File: config.mk
export PLATFORM = sky130hd
export DESIGN_NAME = accum_op_sequencer_flat
export DESIGN_NICKNAME = d
export VERILOG_FILES = /design/src/rtl/accum_seq_pkg.sv /design/src/rtl/accum_op_sequencer_if.sv /design/src/rtl/seq_divider.sv /design/src/rtl/accum_op_sequencer.sv /design/src/flat_wrapper.sv
export SDC_FILE = /design/constraint.sdc
export NUM_CORES = 2
export LEC_CHECK = 0
export CAP_MARGIN = 0
export CORE_MARGIN = 5
export CORE_UTILIZATION = 50
export CTS_BUF_LIST = sky130_fd_sc_hd__clkbuf_8
export DETAILED_ROUTE_END_ITERATION = 7
export GPL_TIMING_DRIVEN = 1
export HOLD_SLACK_MARGIN = 0.08
export PLACE_DENSITY = 0.67
export REMOVE_ABC_BUFFERS = 1
export SLEW_MARGIN = 20
export SYNTH_ARGS = -nofsm -noshare
export SYNTH_HDL_FRONTEND = slang
export SYNTH_SLANG_ARGS = --single-unit
File: constraint.sdc
create_clock -name clk -period 15.8 [get_ports clk]
set_input_delay 3.16 -clock clk [delete_from_list [all_inputs] [get_ports clk]]
set_output_delay 3.16 -clock clk [all_outputs]
set_load 0.03 [all_outputs]
File: src/rtl/accum_seq_pkg.sv
// accum_seq_pkg: opcode and state encodings shared by the accumulator sequencer
package accum_seq_pkg;
  typedef enum logic [3:0] {
    OP_LOAD = 4'd0,
    OP_ADD  = 4'd1,
    OP_SUB  = 4'd2,
    OP_MUL  = 4'd3,
    OP_DIV  = 4'd4,
    OP_MOD  = 4'd5,
    OP_AND  = 4'd6,
    OP_OR   = 4'd7,
    OP_XOR  = 4'd8,
    OP_SHL  = 4'd9,
    OP_SHR  = 4'd10,
    OP_ASHL = 4'd11,
    OP_ASHR = 4'd12
  } op_e;
  typedef enum logic [1:0] {IDLE, DIV, DONE_DIV} state_e;
  localparam int RESET_VAL_DEF = 10;
endpackage

File: src/rtl/accum_op_sequencer_if.sv
// accum_op_sequencer_if: command handshake and status bundle of the accumulator sequencer
interface accum_op_sequencer_if import accum_seq_pkg::*; #(
  parameter int WIDTH = 32
);
  logic cmd_valid;
  logic cmd_ready;
  op_e cmd_op;
  logic [WIDTH-1:0] cmd_operand;
  logic [WIDTH-1:0] acc;
  logic done;
  logic busy;
  logic err_div0;
  logic err_clr;
  modport master (
    output cmd_valid, cmd_op, cmd_operand, err_clr,
    input cmd_ready, acc, done, busy, err_div0
  );
  modport slave (
    input cmd_valid, cmd_op, cmd_operand, err_clr,
    output cmd_ready, acc, done, busy, err_div0
  );
endinterface

File: src/rtl/seq_divider.sv
// seq_divider: restoring radix-2 unsigned divider, first step taken on the start edge
module seq_divider #(
  parameter int WIDTH = 32
) (
  input logic clk,
  input logic rst,
  input logic start,
  input logic [WIDTH-1:0] dividend,
  input logic [WIDTH-1:0] divisor,
  output logic busy,
  output logic valid,
  output logic [WIDTH-1:0] quotient,
  output logic [WIDTH-1:0] remainder
);
  localparam int CW = $clog2(WIDTH + 1);
  logic [CW-1:0] cnt;
  logic [WIDTH-1:0] dvs, src_rem, src_quo, src_dvs;
  logic [WIDTH:0] shifted, diff;
  always_comb begin
    src_rem = start ? '0 : remainder;
    src_quo = start ? dividend : quotient;
    src_dvs = start ? divisor : dvs;
    shifted = {src_rem, src_quo[WIDTH-1]};
    diff = shifted - {1'b0, src_dvs};
  end
  assign busy = cnt != '0 || valid;
  always_ff @(posedge clk) begin
    if (rst) begin
      cnt <= '0;
      valid <= 1'b0;
      quotient <= '0;
      remainder <= '0;
      dvs <= '0;
    end else begin
      valid <= cnt == CW'(1);
      if (start || cnt != '0) begin
        remainder <= diff[WIDTH] ? shifted[WIDTH-1:0] : diff[WIDTH-1:0];
        quotient <= {src_quo[WIDTH-2:0], !diff[WIDTH]};
        dvs <= src_dvs;
        cnt <= start ? CW'(WIDTH - 1) : cnt - CW'(1);
      end
    end
  end
endmodule

File: src/rtl/accum_op_sequencer.sv
// accum_op_sequencer: command-driven accumulator with single-cycle ALU and iterative divide/modulo
module accum_op_sequencer import accum_seq_pkg::*; #(
  parameter int WIDTH = 32,
  parameter int RESET_VAL = RESET_VAL_DEF
) (
  input logic clk,
  input logic rst,
  accum_op_sequencer_if.slave bus
);
  localparam int SW = $clog2(WIDTH);
  state_e state;
  logic [WIDTH-1:0] acc, alu, quo, rem;
  logic [SW-1:0] sh;
  logic done, err, is_mod, accept, div_op, div_zero, start, div_busy, div_valid;
  assign sh = bus.cmd_operand[SW-1:0];
  assign accept = bus.cmd_valid && state == IDLE;
  assign div_op = bus.cmd_op == OP_DIV || bus.cmd_op == OP_MOD;
  assign div_zero = div_op && bus.cmd_operand == '0;
  assign start = accept && div_op && !div_zero;
  assign bus.cmd_ready = state == IDLE;
  assign bus.acc = acc;
  assign bus.done = done;
  assign bus.busy = div_busy || state == DONE_DIV;
  assign bus.err_div0 = err;
  seq_divider #(.WIDTH(WIDTH)) u_div (
    .clk(clk),
    .rst(rst),
    .start(start),
    .dividend(acc),
    .divisor(bus.cmd_operand),
    .busy(div_busy),
    .valid(div_valid),
    .quotient(quo),
    .remainder(rem)
  );
  always_comb begin
    alu = acc;
    case (bus.cmd_op)
      OP_LOAD: alu = bus.cmd_operand;
      OP_ADD: alu = acc + bus.cmd_operand;
      OP_SUB: alu = acc - bus.cmd_operand;
      OP_MUL: alu = acc * bus.cmd_operand;
      OP_AND: alu = acc & bus.cmd_operand;
      OP_OR: alu = acc | bus.cmd_operand;
      OP_XOR: alu = acc ^ bus.cmd_operand;
      OP_SHL, OP_ASHL: alu = acc << sh;
      OP_SHR: alu = acc >> sh;
      OP_ASHR: alu = WIDTH'($signed(acc) >>> sh);
      default: alu = acc;
    endcase
  end
  always_ff @(posedge clk) begin
    if (rst) begin
      state <= IDLE;
      acc <= WIDTH'(RESET_VAL);
      done <= 1'b0;
      err <= 1'b0;
      is_mod <= 1'b0;
    end else begin
      state <= start ? DIV : (state == DIV && div_valid) ? DONE_DIV : state == DONE_DIV ? IDLE : state;
      done <= (accept && !start) || state == DONE_DIV;
      acc <= (accept && !start) ? alu : state == DONE_DIV ? (is_mod ? rem : quo) : acc;
      err <= (accept && div_zero) || (err && !bus.err_clr);
      is_mod <= start ? bus.cmd_op == OP_MOD : is_mod;
    end
  end
endmodule

File: src/flat_wrapper.sv
// flat-port wrapper written by rule: the top's interface ports become plain ports
module accum_op_sequencer_flat import accum_seq_pkg::*;
#(
  parameter int WIDTH = 32,
  parameter int RESET_VAL = RESET_VAL_DEF
)
  (clk, rst, bus_cmd_valid, bus_cmd_op, bus_cmd_operand, bus_err_clr, bus_cmd_ready, bus_acc, bus_done, bus_busy, bus_err_div0);
  accum_op_sequencer_if #(.WIDTH(WIDTH)) bus_i ();
  input logic clk;
  input logic rst;
  input wire logic [$bits(bus_i.cmd_valid)-1:0] bus_cmd_valid;
  input wire logic [$bits(bus_i.cmd_op)-1:0] bus_cmd_op;
  input wire logic [$bits(bus_i.cmd_operand)-1:0] bus_cmd_operand;
  input wire logic [$bits(bus_i.err_clr)-1:0] bus_err_clr;
  output wire logic [$bits(bus_i.cmd_ready)-1:0] bus_cmd_ready;
  output wire logic [$bits(bus_i.acc)-1:0] bus_acc;
  output wire logic [$bits(bus_i.done)-1:0] bus_done;
  output wire logic [$bits(bus_i.busy)-1:0] bus_busy;
  output wire logic [$bits(bus_i.err_div0)-1:0] bus_err_div0;
  assign bus_i.cmd_valid = bus_cmd_valid;
  assign bus_i.cmd_op = bus_cmd_op;
  assign bus_i.cmd_operand = bus_cmd_operand;
  assign bus_i.err_clr = bus_err_clr;
  assign bus_cmd_ready = bus_i.cmd_ready;
  assign bus_acc = bus_i.acc;
  assign bus_done = bus_i.done;
  assign bus_busy = bus_i.busy;
  assign bus_err_div0 = bus_i.err_div0;
  accum_op_sequencer #(.WIDTH(WIDTH), .RESET_VAL(RESET_VAL)) u_core (.clk(clk), .rst(rst), .bus(bus_i));
endmodule
==> Word level (Yosys, flattened, before mapping) <==
Index checks and enable logic that the tools add are counted.
{ "classes": {"n_mux": 12, "add_sub_neg": 4, "n_reduce_logical": 28, "shifts": 3, "multipliers": 1, "bitwise_logic": 3, "eq_ne": 16} }
{ "op_table": {"columns": ["cell", "n"], "rows": [
  ["32-bit case mux with 10 select lines", 1],
  ["32-bit two-way mux", 7],
  ["33-bit by 32-bit subtractor with 33-bit output", 1],
  ["32-bit adder", 1],
  ["32-bit AND", 1],
  ["32-bit logical NOT", 1],
  ["32-bit by 32-bit multiplier with 32-bit output", 1],
  ["32-bit bitwise OR", 1],
  ["32-bit by 5-bit left shift with 32-bit output", 1],
  ["32-bit by 5-bit >> shifter with 32-bit output", 1],
  ["32-bit by 5-bit >>> shifter with 32-bit output", 1],
  ["32-bit subtractor", 1],
  ["32-bit bitwise XOR", 1],
  ["4-bit equality test, second input constant", 5],
  ["4-bit by 3-bit equality test with 1-bit output, second input constant", 4],
  ["11-bit inequality test, second input constant", 1],
  ["4-bit by 2-bit equality test with 1-bit output, second input constant", 2],
  ["1-bit logical AND", 8],
  ["6-bit by 1-bit equality test with 1-bit output, second input constant", 1],
  ["1-bit logical OR", 6],
  ["6-bit two-way mux", 1],
  ["6-bit nonzero test", 1],
  ["6-bit by 1-bit subtractor with 6-bit output, second input constant", 1],
  ["4-bit by 1-bit equality test with 1-bit output, second input constant", 1],
  ["other kinds (11)", 17]
]} }
{ "word_totals": {"inputBits": 40, "output_inout_bits": 36, "word_cells": 78, "regBits": 140} }

==> Longest topological paths before layout <==
{ "logic_depth": {"word_depth": 9, "ltp_mapped": 32} }

==> Cells and area by module <==
From an unflattened synthesis, not the netlist that was laid out.
{ "hier_totals": {"cells_unflattened": 3898, "hier_area_um2": 30824.6} }
{ "by_module_without_submodules": {"columns": ["mod", "cells_each", "seq_area_each_um2", "area_per_inst_um2", "instances"], "rows": [
  ["accum_op_sequencer", 3091, 740.7, 24438.4, 1],
  ["seq_divider", 807, 2062.0, 6386.1, 1]
]} }

==> Least setup slack after synthesis <==
Ideal clock, no wire load.
{ "synth_path": {"path_type": "input to register", "from": "input bus_cmd_operand[2]", "to": "register u_core.acc[26], in the netlist u_core.bus.acc[26]", "arrival_ns": 10.938, "setup_slack_ns": 4.730, "cell_stages": 29, "path_buffers": 4, "path_cell_list": "inv_1 -> clkbuf_1 -> buf_1 -> clkbuf_1 -> buf_1 -> nor2_1 -> fa_1 -> inv_1 -> fa_1 -> fa_1 -> fa_1 -> inv_1 -> fa_1 -> inv_1 -> fa_1 -> inv_1 -> fa_1 -> fa_1 -> ha_1 -> and3_1 -> a221oi_1 -> o21bai_1 -> a311oi_1 -> o211ai_1 -> xnor2_1 -> o221ai_1 -> o21a_1 -> o311ai_0 -> a21oi_1"} }
{ "synth_via": {"elab_chain_cells": 8} }
{ "synth_rtl": {"columns": ["item", "line", "rtl"], "rows": [
  ["start, declared", "flat_wrapper.sv:13", "input wire logic [$bits(bus_i.cmd_operand)-1:0] bus_cmd_operand;"],
  ["parallel branches: the longest is 8 deep, another holds 32-bit by 32-bit multiplier with 32-bit output", null, null],
  ["end signal, assigned", "accum_op_sequencer.sv:55", "acc <= WIDTH'(RESET_VAL);"],
  ["end signal, assigned", "accum_op_sequencer.sv:62", "acc <= (accept && !start) ? alu : state == DONE_DIV ? (is_mod ? rem : quo) : acc;"],
  ["end, declared", "accum_op_sequencer.sv:12", "logic [WIDTH-1:0] acc, alu, quo, rem;"]
]} }
Several ways; the timed one is not identified.
A chain may end at the register's enable or synchronous reset.

==> Final worst setup path <==
{ "layout_path": {"from": "input bus_cmd_operand[13]", "to": "register u_core.acc[26], in the netlist u_core.bus.acc[26]"} }
The elaborated chain is that of the path after synthesis.

==> results_dict.tcl <==
set metrics [dict create \
    slowest_stage "clkdlybuf4s50_1" \
    ir_drop_mv 0.189 \
    start_kind "input port" \
    worst_pin_slew_ns 1.22 \
    gr-total-overflow 0 \
    cts_buffers 17 \
    critPathCaptureType "register" \
    rsz0062_at_grt "no" \
    drc_errors 0 \
    setup_tns_ns 0 \
    cp.required_ns 16.19 \
    initial_utilization_pct 50.1 \
    p_sw_share_pct 56.7 \
    synthCells 3846 \
    yosys.area.top_type "fa_1" \
    finalWeightedCongestion 1.05 \
    yosysWarnings 0 \
    switchingPower_uw 3150 \
    ant_nets 0 \
    ioPinCount 76 \
    drive_above_1_share_pct 6.24 \
    portBuffers 75 \
    core_um2 61400 \
    power_frac_comb_pct 86.1 \
    min_period_ns 11.45 \
    cts.path.max_buffers 2 \
    maxCapViolations 0 \
    fin_crit_sh_pct 72.5 \
    synth_top_area_share_pct 26.7 \
    seq_area_frac_synth_pct 9.11 \
    power.density_nw_per_um2 171 \
    area_delta_synth_final_pct 5.86 \
    synth_top_cells_by_area "fa_1 27%, ha_1 10%, dfxtp_1 9.1%, nor2_1 7.7%, inv_1 5.4%" \
    finalHoldViolCount 0 \
    avgViaCountPerCell 6.49 \
    reg2reg_setup_slack_ns 7.46 \
    place_hpwl_um 91600 \
    cts_resized 0 \
    cts-root-buf "clkbuf_8" \
    grt_start_max_net_pins 98 \
    min_path_cells 2 \
    synth_edf_count 0 \
    p_clk_share_pct 5.6 \
    crit_top_cell "fa_1" \
    arrival_ns 11.84 \
    routed_wl_um 128000 \
    min_from "u_core.bus.err_div0" \
    final_util_pct 53.0 \
    hold_class "reg -> reg" \
    criticalPathCategory "in -> reg" \
    ys_ff_latch 140 \
    cts.sinks 140 \
    layout_common_cells "627 x nor2_1, 444 x inv_1, 410 x fa_1" \
    r2r-end "u_core.bus.acc[26]" \
    wl_per_cell_um 28.1 \
    clock_latency_ns 0.52 \
    max_stage_delay_ns 0.93 \
    reg2reg_depth 25 \
    die_h_um 258 \
    fin_nets 4473 \
    die_w_um 258 \
    r2r-start "u_core.bus.acc[13]" \
    dr.pass1.iters 8 \
    fmax_mhz 87.3 \
    synthArstFlopShare_pct 0 \
    htree_levels 4 \
    layout_commonest_cell "nor2_1" \
    total_power_uw 5560 \
    synth_ff_type "dfxtp_1" \
    dr.first_iter.drc_count 3750 \
    critPathMaxFanout 15 \
    antenna_found_initial 1 \
    synth_area_um2 30800 \
    via_count 29700 \
    intPower_uw 2410 \
    worstHoldEndpoint "u_core.bus.err_div0" \
    max_slew_margin_pct 16.8 \
    final-setup-viol-count 0 \
    grt_pass1_wl_um 189000 \
    grt_usage_pct 37.8 \
    first_global_vias 29100 \
    cts_hold_buf 0 \
    synth_cell_types 84 \
    cts_setup_buffers 0 \
    tritoncts "done" \
    startpoint "bus_cmd_operand[13]" \
    cts.reportedPaths.clkPinSlew_ns 0.10 \
    slew_violations 0 \
    dieArea_um2 66600 \
    total_leakage_power_uw 0.0144 \
    status "complete, no violations" \
    rows 91 \
    clock_skew_ns 0.0219 \
    avgSynthCellArea_um2 8.00 \
    seqPwrFrac_pct 8.3 \
]
## critical path, delay by kind of cell
family | cells | cell delay, ns
adders and majority gates | 9 | 3.93
AOI/OAI and AO/OA | 8 | 1.98
xor gates and xnor gates | 1 | 0.31
buffers and inverters | 8 | 1.91
and+or+nand+nor | 2 | 0.54
## metal layers
| layer | routed length (µm) | track usage, % |
|---|---|---|
| met1 | 48800 | 49.7 |
| met2 | 53900 | 56.6 |
| met3 | 15800 | 10.2 |
| met4 | 9750 | 21.3 |
| met5 | 0 | 0 |
## Yosys cell counts, types with 13 or more instances
cell / count
xnor2_1: 121
nand2b_1: 22
and2_1: 36
o221ai_1: 15
dfxtp_1: 140
o211ai_1: 31
mux4_2: 53
a22oi_1: 31
or3_1: 14
ha_1: 254
a31oi_1: 25
o21ai_0: 138
nor2b_1: 16
nand2_1: 405
a21oi_1: 194
a211oi_1: 47
o31ai_1: 13
clkinv_1: 15
mux2i_1: 87
inv_1: 444
nor2_1: 629
xor2_1: 42
a21o_1: 41
nand4_1: 16
nor3_1: 49
buf_2: 18
a311oi_1: 38
nand3_1: 37
nor4_1: 13
o2111ai_1: 14
buf_1: 39
clkbuf_1: 201
o21a_1: 16
a221oi_1: 20
fa_1: 410
## worst max path at each step
stage               slack, ns                 end  cells after the start
detailed placement       4.13  u_core.bus.acc[26]                     28
finish                   4.35  u_core.bus.acc[26]                     28
global route             4.22  u_core.bus.acc[26]                     28
global placement         4.27  u_core.bus.acc[26]                     28
CTS                      4.65  u_core.bus.acc[26]                     28
floorplan                4.57  u_core.bus.acc[26]                     25
## cells by family (layout without fill, tap and decap cells)
group                      count (synthesis)  in the layout  share of synthesized area [%]
and+or+nand+nor                         1284           1284                           17.6
muxes                                    152            152                           7.15
DFF                                      140            140                           9.11
adders and majority gates                664            664                           37.0
buffers and inverters                    732            668                           9.10
other                                      0              1                              0
xor gates and xnor gates                 164            164                           4.73
AOI/OAI and AO/OA                        710            710                           15.3
## power by group through the flow
| stage | logic, µW | clock network (µW) | registers (µW) |
|---|---|---|---|
| 3_3_place_gp | 4590 | 0 | 468 |
| 6_report | 4790 | 310 | 463 |
| 4_1_cts | 4660 | 313 | 460 |
| 5_1_grt | 5150 | 326 | 469 |
| 2_1_floorplan | 3170 | 0 | 482 |
| 3_5_place_dp | 4600 | 0 | 468 |
## layout make-up
class	instances	area (µm²)
repair buffers	168	1430
clock inverters	14	136
well taps	790	988
clock buffers	18	248
inverters	468	1760
fillers	5880	28800
flip-flops and latches	140	2800
multi-input cells	2974	25200
diodes	1	2.50
## per-stage QoR
step / instances / hold WS (ns) / cell area (µm²) / worst slack (ns)
after floorplan: 3582 / 0.438 / 29700 / 4.57
final: 4573 / 0.481 / 32600 / 4.35
after detailed placement: 4540 / 0.462 / 32200 / 4.13
after global routing: 4572 / 0.515 / 32600 / 4.22
after CTS: 4572 / 0.485 / 32600 / 4.65
after global placement: 4540 / 0.463 / 32200 / 4.27
## registers in the layout, summed over array words and instances, names as in the netlist
signal / count
u_core.bus.acc: 32
u_core.bus.done: 1
u_core.bus.err_div0: 1
u_core.is_mod: 1
u_core.state: 2
u_core.u_div.cnt: 6
u_core.u_div.dvs: 32
u_core.u_div.quotient: 32
u_core.u_div.remainder: 32
u_core.u_div.valid: 1
No activity file was read; power rests on OpenSTA's default activity.
